--- src/rtl/rx_pkg.sv ---
// Shared definitions for the UART receive loader: FSM states, line idle level and
// the even-parity helper. The PARITY state exists only with UART_RX_PARITY_EN.
package rx_pkg;

    localparam logic IDLE_LEVEL = 1'b1;
    localparam int   DATA_BITS  = 8;

    typedef enum logic [2:0] {
        IDLE   = 3'd0,
        START  = 3'd1,
        DATA   = 3'd2,
        STOP   = 3'd3,
        WRITE  = 3'd4,
`ifdef UART_RX_PARITY_EN
        PARITY = 3'd6,
`endif
        DONE   = 3'd5
    } rx_state_e;

    // Parity bit that makes the total number of ones (data + parity) even.
    function automatic logic even_parity(input logic [DATA_BITS-1:0] data);
        return ^data;
    endfunction

endpackage

--- src/rtl/rx_sync.sv ---
// Two-flop synchroniser for an asynchronous single-bit input; the reset value is
// a parameter so it can match the idle level of whatever line it guards.
module rx_sync #(
    parameter logic RST_VAL = 1'b1
) (
    input  logic clk,
    input  logic rst_n,
    input  logic raw,
    output logic synced
);

    logic meta_r;
    logic sync_r;

    // Metastability chain: raw -> meta_r -> sync_r.
    always_ff @(posedge clk or negedge rst_n) begin
        if (!rst_n) begin
            meta_r <= RST_VAL;
            sync_r <= RST_VAL;
        end else begin
            meta_r <= raw;
            sync_r <= meta_r;
        end
    end

    assign synced = sync_r;

endmodule

--- src/rtl/uart_rx_loader.sv ---
// Receives 8N1 UART bytes (8E1 with UART_RX_PARITY_EN) and writes them to memory
// from address 0 until IMAGE_BYTES are stored, then holds end_receiving high.
module uart_rx_loader
    import rx_pkg::*;
#(
    parameter int CLKS_PER_BIT = 434,
    parameter int IMAGE_BYTES  = 256,
    parameter int ADDR_W       = 8
) (
    input  logic              clock,
    input  logic              reset_n,
    input  logic              rx,
    output logic              mem_we,
    output logic [ADDR_W-1:0] mem_addr,
    output logic [7:0]        mem_wdata,
    output logic              end_receiving,
    output logic [ADDR_W:0]   byte_count,
    output logic              frame_error
`ifdef UART_RX_PARITY_EN
    ,
    output logic              parity_error
`endif
);

    localparam int                TMR_W     = $clog2(CLKS_PER_BIT);
    localparam logic [TMR_W-1:0]  BIT_END   = TMR_W'(CLKS_PER_BIT - 1);
    localparam logic [TMR_W-1:0]  HALF_END  = TMR_W'(CLKS_PER_BIT / 2 - 1);
    localparam logic [2:0]        LAST_BIT  = 3'(DATA_BITS - 1);
    localparam logic [ADDR_W:0]   IMAGE_CNT = (ADDR_W + 1)'(IMAGE_BYTES);

    rx_state_e                 state_r;
    logic [TMR_W-1:0]          timer_r;
    logic [2:0]                bit_idx_r;
    logic [DATA_BITS-1:0]      shift_r;
    logic                      mem_we_r;
    logic [ADDR_W-1:0]         mem_addr_r;
    logic [7:0]                mem_wdata_r;
    logic                      end_r;
    logic [ADDR_W:0]           count_r;
    logic                      frame_err_r;
    logic                      rx_s;
    logic [ADDR_W:0]           next_count_s;
`ifdef UART_RX_PARITY_EN
    logic                      parity_err_r;
    logic                      drop_r;
`endif

    rx_sync #(.RST_VAL(IDLE_LEVEL)) u_rx_sync (
        .clk    (clock),
        .rst_n  (reset_n),
        .raw    (rx),
        .synced (rx_s)
    );

    assign next_count_s = count_r + 1'b1;

    // Receive FSM with bit timer, shift register, byte counter and registered outputs.
    always_ff @(posedge clock or negedge reset_n) begin
        if (!reset_n) begin
            state_r      <= IDLE;
            timer_r      <= '0;
            bit_idx_r    <= 3'd0;
            shift_r      <= '0;
            mem_we_r     <= 1'b0;
            mem_addr_r   <= '0;
            mem_wdata_r  <= 8'd0;
            end_r        <= 1'b0;
            count_r      <= '0;
            frame_err_r  <= 1'b0;
`ifdef UART_RX_PARITY_EN
            parity_err_r <= 1'b0;
            drop_r       <= 1'b0;
`endif
        end else begin
            mem_we_r <= 1'b0;
            case (state_r)
                IDLE: begin
                    timer_r <= '0;
                    if (!rx_s) begin
                        state_r <= START;
`ifdef UART_RX_PARITY_EN
                        drop_r  <= 1'b0;
`endif
                    end else begin
                        state_r <= IDLE;
                    end
                end
                START: begin
                    if (timer_r == HALF_END) begin
                        timer_r   <= '0;
                        bit_idx_r <= 3'd0;
                        state_r   <= rx_s ? IDLE : DATA;
                    end else begin
                        timer_r <= timer_r + 1'b1;
                    end
                end
                DATA: begin
                    if (timer_r == BIT_END) begin
                        timer_r   <= '0;
                        shift_r   <= {rx_s, shift_r[DATA_BITS-1:1]};
                        bit_idx_r <= bit_idx_r + 1'b1;
`ifdef UART_RX_PARITY_EN
                        state_r   <= (bit_idx_r == LAST_BIT) ? PARITY : DATA;
`else
                        state_r   <= (bit_idx_r == LAST_BIT) ? STOP : DATA;
`endif
                    end else begin
                        timer_r <= timer_r + 1'b1;
                    end
                end
`ifdef UART_RX_PARITY_EN
                PARITY: begin
                    if (timer_r == BIT_END) begin
                        timer_r <= '0;
                        state_r <= STOP;
                        if (rx_s != even_parity(shift_r)) begin
                            parity_err_r <= 1'b1;
                            drop_r       <= 1'b1;
                        end else begin
                            drop_r       <= 1'b0;
                        end
                    end else begin
                        timer_r <= timer_r + 1'b1;
                    end
                end
`endif
                STOP: begin
                    if (timer_r == BIT_END) begin
                        timer_r <= '0;
                        if (!rx_s) begin
                            frame_err_r <= 1'b1;
                            state_r     <= IDLE;
`ifdef UART_RX_PARITY_EN
                        end else if (drop_r) begin
                            state_r     <= IDLE;
`endif
                        end else begin
                            state_r     <= WRITE;
                            mem_we_r    <= 1'b1;
                            mem_addr_r  <= count_r[ADDR_W-1:0];
                            mem_wdata_r <= shift_r;
                        end
                    end else begin
                        timer_r <= timer_r + 1'b1;
                    end
                end
                // Leave early so a start bit right after the stop bit is still caught.
                WRITE: begin
                    count_r <= next_count_s;
                    if (next_count_s == IMAGE_CNT) begin
                        end_r   <= 1'b1;
                        state_r <= DONE;
                    end else begin
                        state_r <= IDLE;
                    end
                end
                DONE: begin
                    state_r <= DONE;
                end
                default: begin
                    state_r <= IDLE;
                end
            endcase
        end
    end

    assign mem_we        = mem_we_r;
    assign mem_addr      = mem_addr_r;
    assign mem_wdata     = mem_wdata_r;
    assign end_receiving = end_r;
    assign byte_count    = count_r;
    assign frame_error   = frame_err_r;
`ifdef UART_RX_PARITY_EN
    assign parity_error  = parity_err_r;
`endif

endmodule
--- config.mk ---
export PLATFORM = sky130hd
export DESIGN_NAME = uart_rx_loader
export DESIGN_NICKNAME = d
export VERILOG_FILES = /design/src/rtl/rx_pkg.sv /design/src/rtl/rx_sync.sv /design/src/rtl/uart_rx_loader.sv
export SDC_FILE = /design/constraint.sdc
export NUM_CORES = 1
export LEC_CHECK = 0
export BUFFER_PORTS_ARGS = -buffer_cell sky130_fd_sc_hd__buf_4
export CELL_PAD_IN_SITES_DETAIL_PLACEMENT = 1
export CELL_PAD_IN_SITES_GLOBAL_PLACEMENT = 2
export CORE_ASPECT_RATIO = 2
export CORE_MARGIN = 2
export CORE_UTILIZATION = 35
export DETAILED_ROUTE_END_ITERATION = 8
export PLACE_DENSITY = 0.81
export SYNTH_ARGS = -nofsm -noshare
export SYNTH_HDL_FRONTEND = slang
export SYNTH_SLANG_ARGS = --single-unit
export TNS_END_PERCENT = 1
--- constraint.sdc ---
create_clock -name clock -period 1.7 [get_ports clock]
set_clock_uncertainty 0.05 [all_clocks]
set_input_delay 0 -clock clock [delete_from_list [all_inputs] [get_ports clock]]
set_output_delay 0 -clock clock [all_outputs]
set_load 0.02 [all_outputs]
After elaboration in Yosys (flattened, before gate mapping)
Cells that the tools add are included.
{"block": "word_totals", "wordCells": 56, "ff_bits": 53, "out_inout_bits": 28, "in_bits": 3}
{"block": "op_classes", "n_mux": 18, "n_reduce_logical": 10, "eq_ne": 12, "bitwise": 1, "add_sub_neg": 3}
{"operator": "case mux 9 bit (3 select lines)", "count": 1}
{"operator": "2-to-1 mux 3 bit", "count": 7}
{"operator": "adder 9 x 1 -> 9 bit, second input constant", "count": 2}
{"operator": "== test 9 bit, second input constant", "count": 2}
{"operator": "2-to-1 mux 9 bit", "count": 2}
{"operator": "case mux 3 bit (6 select lines)", "count": 1}
{"operator": "AND reduction 3 bit", "count": 4}
{"operator": "== test 3 bit, second input constant", "count": 3}
{"operator": "== test 9 x 8 -> 1 bit, second input constant", "count": 1}
{"operator": "== test 3 x 2 -> 1 bit, second input constant", "count": 2}
{"operator": "inequality test 2 bit, second input constant", "count": 3}
{"operator": "case mux 3 bit (2 select lines)", "count": 1}
{"operator": "2-to-1 mux 1 bit", "count": 5}
{"operator": "AND reduction 2 bit", "count": 2}
{"operator": "adder 3 x 1 -> 3 bit, second input constant", "count": 1}
{"operator": "== test 3 x 1 -> 1 bit, second input constant", "count": 1}
{"operator": "zero test 3 bit", "count": 1}
{"operator": "nonzero test 3 bit", "count": 1}
{"operator": "2-to-1 mux 2 bit", "count": 1}
{"operator": "nonzero test 2 bit", "count": 1}
{"operator": "OR reduction 2 bit", "count": 1}
{"operator": "inverter 1 bit", "count": 1}

Longest topological paths before layout
{"block": "logic_depth", "depth_word": 4, "ltp_mapped": 7, "mapped_depth_nobuf": 6}

Hierarchy
From an unflattened synthesis, not the netlist that was laid out.
{"block": "hier_totals", "hier_cells": 219, "hier_area_um2": 2421.1}
{"module": "uart_rx_loader", "cells_each": 217, "instances": 1, "area_per_inst_um2": 2368.5, "seq_area_each_um2": 1276.2}
{"module": "rx_sync", "cells_each": 2, "instances": 1, "area_per_inst_um2": 52.6, "seq_area_each_um2": 52.6}

Worst setup path before layout
OpenSTA, ideal clock, no wires.
{"block": "synth_path", "path_type": "register -> register", "start": "register count_r[1], in the netlist byte_count[1]", "end": "register state_r[2]", "synth_period_minus_slack_ns": 1.921, "required_time_ns": 1.563, "path_stages_with_launch": 6, "path_slack_ns": -0.221, "n_path_buf": 0, "arrival_time_ns": 1.785, "setup_time_ns": 0.087, "cell_sequence": "dfrtp_1 > ha_1 > and3_4 > or4_1 > and4_1 > a211oi_2"}
{"block": "synth_between", "elab_chain_cells": 4}
{"element": "start: declaration", "line_no": "uart_rx_loader.sv:39", "source": "logic [ADDR_W:0] count_r;"}
{"element": "start signal: assignment", "line_no": "uart_rx_loader.sv:149", "source": "count_r <= next_count_s;"}
{"element": "adder 9 x 1 -> 9 bit", "line_no": "uart_rx_loader.sv:55", "source": "assign next_count_s = count_r + 1'b1;"}
{"element": "== test 9 bit", "line_no": "uart_rx_loader.sv:150", "source": "if (next_count_s == IMAGE_CNT) begin"}
{"element": "2-to-1 mux 3 bit", "line_no": "uart_rx_loader.sv:150"}
{"element": "case mux 3 bit (6 select lines)", "line_no": "uart_rx_loader.sv:76", "source": "case (state_r)"}
{"element": "end signal: assignment", "line_no": "uart_rx_loader.sv:92", "source": "state_r <= rx_s ? IDLE : DATA;"}
{"element": "end signal: assignment", "line_no": "uart_rx_loader.sv:105", "source": "state_r <= (bit_idx_r == LAST_BIT) ? STOP : DATA;"}
{"element": "end: declaration", "line_no": "uart_rx_loader.sv:31", "source": "rx_state_e state_r;"}
No other way between the ends.
A chain may end at the register's enable or synchronous reset.

Worst setup path after layout
{"block": "layout_path", "start": "register timer_r[1]", "end": "register mem_addr_r[2], in the netlist mem_addr[2]"}
{"block": "layout_between", "elab_chain_cells": 2}
{"element": "start: declaration", "line_no": "uart_rx_loader.sv:32", "source": "logic [TMR_W-1:0] timer_r;"}
{"element": "start signal: assignment", "line_no": "uart_rx_loader.sv:94", "source": "timer_r <= timer_r + 1'b1;"}
{"element": "start signal: assignment", "line_no": "uart_rx_loader.sv:108", "source": "timer_r <= timer_r + 1'b1;"}
{"element": "start signal: assignment", "line_no": "uart_rx_loader.sv:144", "source": "timer_r <= timer_r + 1'b1;"}
{"element": "== test 9 bit", "line_no": "uart_rx_loader.sv:128", "source": "if (timer_r == BIT_END) begin"}
{"element": "AND reduction 3 bit (no line)"}
{"element": "end signal: assignment", "line_no": "uart_rx_loader.sv:140", "source": "mem_addr_r <= count_r[ADDR_W-1:0];"}
{"element": "end: declaration", "line_no": "uart_rx_loader.sv:36", "source": "logic [ADDR_W-1:0] mem_addr_r;"}
No other way between the ends.

==> results.py <==
metrics = {
    "power_and_ir_drop": {
        "comb_power_share": 0.014,
        "p_switching_uw": 510,
        "p_seq_frac": 0.481,
        "power.static_leakage_nw": 1.81,
        "ir_drop_mv": 0.350,
        "internal_power_mw": 2.12,
        "power_mw": 2.63,
        "clkPwrFrac": 0.505,
        "power_density_nw_per_um2": 725,
        "switching_share": 0.194,
    },
    "placed_design": {
        "post-dp-hpwl_mm": 4.66,
        "dpl_worst_slack_ns": -0.0760,
        "io_buffers": 30,
        "routabilityCongestion": 0.784,
    },
    "grt": {
        "antenna_found_initial": 0,
        "grt_use_total": 0.172,
        "gr-total-overflow": 0,
        "grt_pass1_wl_mm": 10.9,
        "grt_max_degree": 54,
        "grt_pass1_vias": 2230,
    },
    "clock_network": {
        "cts_buffers": 5,
        "clkSlewWorstSetupHoldPaths_ns": 0.07,
        "clk_latency_ns": 0.29,
        "cts_tree": "done",
        "htree_num_levels": 2,
        "max-clock-path-buffers": 2,
        "cts.sinks": 53,
        "cts-root-buf": "clkbuf_16",
    },
    "yosys": {
        "synth_edf_count": 0,
        "synth_cell_types": 58,
        "syn-num-nets": 230,
        "syn_area_sq_um": 2620,
        "synth-async-reset-ratio": 1.00,
        "synthFlopType": "dfrtp_1",
        "avgSynthCellArea_sq_um": 11.9,
        "yosys_register_bits": 53,
        "synth_seq_area_share": 0.507,
        "yosysWarnings": 0,
        "synthCells": 220,
    },
    "timing": {
        "report.final.slew_viol_count": 0,
        "hold_viol_final": 0,
        "finalCritPeriodShare": 1.05,
        "worstMarginPinSlew_ns": 0.698,
        "worst_slack_ns": -0.0815,
        "setup_viol": 19,
        "fmax_mhz": 561,
        "max_slew_margin": 0.535,
        "rsz0062_at_grt": "yes",
        "layout_min_cycle_time_ns": 1.78,
    },
    "detailed_routing": {
        "wl_per_cell_microns": 18.1,
        "ant_nets": 0,
        "firstDrtPassIters": 4,
        "routed_wirelength_mm": 6.92,
        "drt_iter0_markers": 149,
        "vias": 2012,
        "vias_per_cell": 5.27,
        "drcViolationCount": 0,
    },
    "layout": {
        "mostFrequentLayoutCells": "buf_4 (62), dfrtp_1 (48), mux2_4 (21), nand2_1 (21), nor2_1 (8)",
        "seqCellArea_sq_um": 1330,
        "syn2layout_area_growth_pct": 38.7,
        "layout_commonest_cell": "buf_4",
        "n_fill_cell": 787,
        "multi_input_area_sq_um": 1380,
        "n_antenna_cell": 0,
        "drive_gt1_frac": 0.459,
        "fin_nets": 299,
    },
    "floorplan": {
        "die_x_microns": 65.2,
        "start_util": 0.360,
        "io_pins": 31,
        "dieArea_sq_um": 8230,
        "num_rows": 44,
        "core_area_sq_um": 7270,
        "die_h_microns": 126,
    },
    "critical_path": {
        "arrival_ns": 1.91,
        "cp_max_fo": 5,
        "required_ns": 1.82,
        "end_kind": "flip-flop",
        "start_kind": "flip-flop",
        "timing.setup.critical_path_class": "flip-flop to flip-flop",
    },
    "outcome": {
        "violations": "negative setup slack",
        "status": "complete, but fails checks",
    },
    "flow_run": {
        "drv_cap": 0,
    },
    "hold_path": {
        "hold_path.class": "input pin to asynchronous set/reset pin",
    },
}
-- flip-flops by register name, indices dropped and copies added (netlist names) --
| signal | count |
|---|---|
| byte_count | 9 |
| timer_r | 9 |
| mem_addr | 8 |
| mem_wdata | 8 |
| shift_r | 8 |
| bit_idx_r | 3 |
| state_r | 3 |
| end_receiving | 1 |
| frame_error | 1 |
| mem_we | 1 |
| u_rx_sync.meta_r | 1 |
| u_rx_sync.synced | 1 |
-- layout make-up --
type / count / share of cell area
Clock buffer: 5 / 0.0344
Clock inverter: 3 / 0.0189
Inverter: 4 / 0.00413
Multi-Input combinational cell: 155 / 0.381
Sequential cell: 53 / 0.367
Tap cell: 92 / 0.0317
Timing Repair Buffer: 70 / 0.163
-- path summary, 6_finish.rpt --
check / from / to / slack, ns / depth (start not counted)
max: timer_r[1] / mem_addr[2] / -0.08 / 7
min: reset_n / timer_r[5] / 0.23 / 2
max reg2reg: timer_r[1] / mem_addr[2] / -0.08 / 7
min reg2reg: u_rx_sync.meta_r / u_rx_sync.synced / 0.31 / 0
max in group asynchronous: reset_n / timer_r[0] / 0.85 / 2
min in group clock: rx / u_rx_sync.meta_r / 0.31 / 2
-- metal layers --
| layer | vias to the layer above | share of wire | track usage |
|---|---|---|---|
| met5 | - | 0 | 0 |
| met4 | 0 | 0.030 | 0.0895 |
| met3 | 12 | 0.022 | 0.0275 |
| met2 | 30 | 0.58 | 0.324 |
| met1 | 1036 | 0.37 | 0.174 |
| li1 | 934 | - | - |
-- worst max-delay path: stages, from the launching register on --
cell and delay, ns:
dfrtp_1 0.39, inv_2 0.08, ha_4 0.11, and4bb_2 0.28, nand2_4 0.08, nor2_8 0.18, buf_12 0.15, mux2_1 0.33
-- Yosys cell counts (4+ instances only) --
master	n	share of area
mux2_1	19	0.082
xor2_1	5	0.017
dfrtp_1	51	0.49
nand2_1	21	0.030
nor2b_1	4	0.0096
buf_2	4	0.0076
a21oi_1	4	0.0076
mux2_2	7	0.030
xnor2_1	5	0.017
nor2_1	9	0.013
nand3_1	8	0.015
ha_1	7	0.033
o21ai_0	5	0.0096
inv_1	4	0.0057
nand4_1	4	0.0096
-- through the flow --
step	TNS, ns	area, sq um	hold slack, ns	util	std cells
after floorplan	-0.361	2630	-0.346	-	220
after global placement	-0.171	3180	0.0378	0.437	367
after detailed placement	-1.12	3180	0.0432	0.437	367
after CTS	-0.552	3490	0.278	0.480	379
after global routing	-3.39	3630	0.298	0.500	382
final	-0.947	3630	0.230	0.500	382
-- cells by family (layout without fill, tap and decap cells) --
family / count (synthesis) / in the layout / share of synthesized area
flip-flops: 53 / 53 / 0.507
buffers and inverters: 12 / 82 / 0.0277
AND/OR/NAND/NOR: 76 / 76 / 0.181
XOR/XNOR: 10 / 10 / 0.0334
multiplexers: 26 / 26 / 0.112
AO/OA/AOI/OAI: 36 / 36 / 0.105
adder cells (fa/ha/maj): 7 / 7 / 0.0334
-- power groups by stage --
stage | clock network, mW | registers (mW) | logic (mW)
after global routing | 1.38 | 1.27 | 0.0423
final | 1.33 | 1.27 | 0.0370
after detailed placement | 0 | 1.29 | 0.0353
after CTS | 1.35 | 1.27 | 0.0393
after floorplan | 0 | 1.29 | 0.00161
after global placement | 0 | 1.29 | 0.0347
-- repair_timing --
item	in CTS	in global routing
hold buffers	2	0
gates resized for setup	18	27
pin swaps	1	5
gates cloned	1	1
setup endpoints to repair	34	41
endpoints found under the hold margin	52	0
buffers inserted	1	2
(Power assumes the default switching activity.)
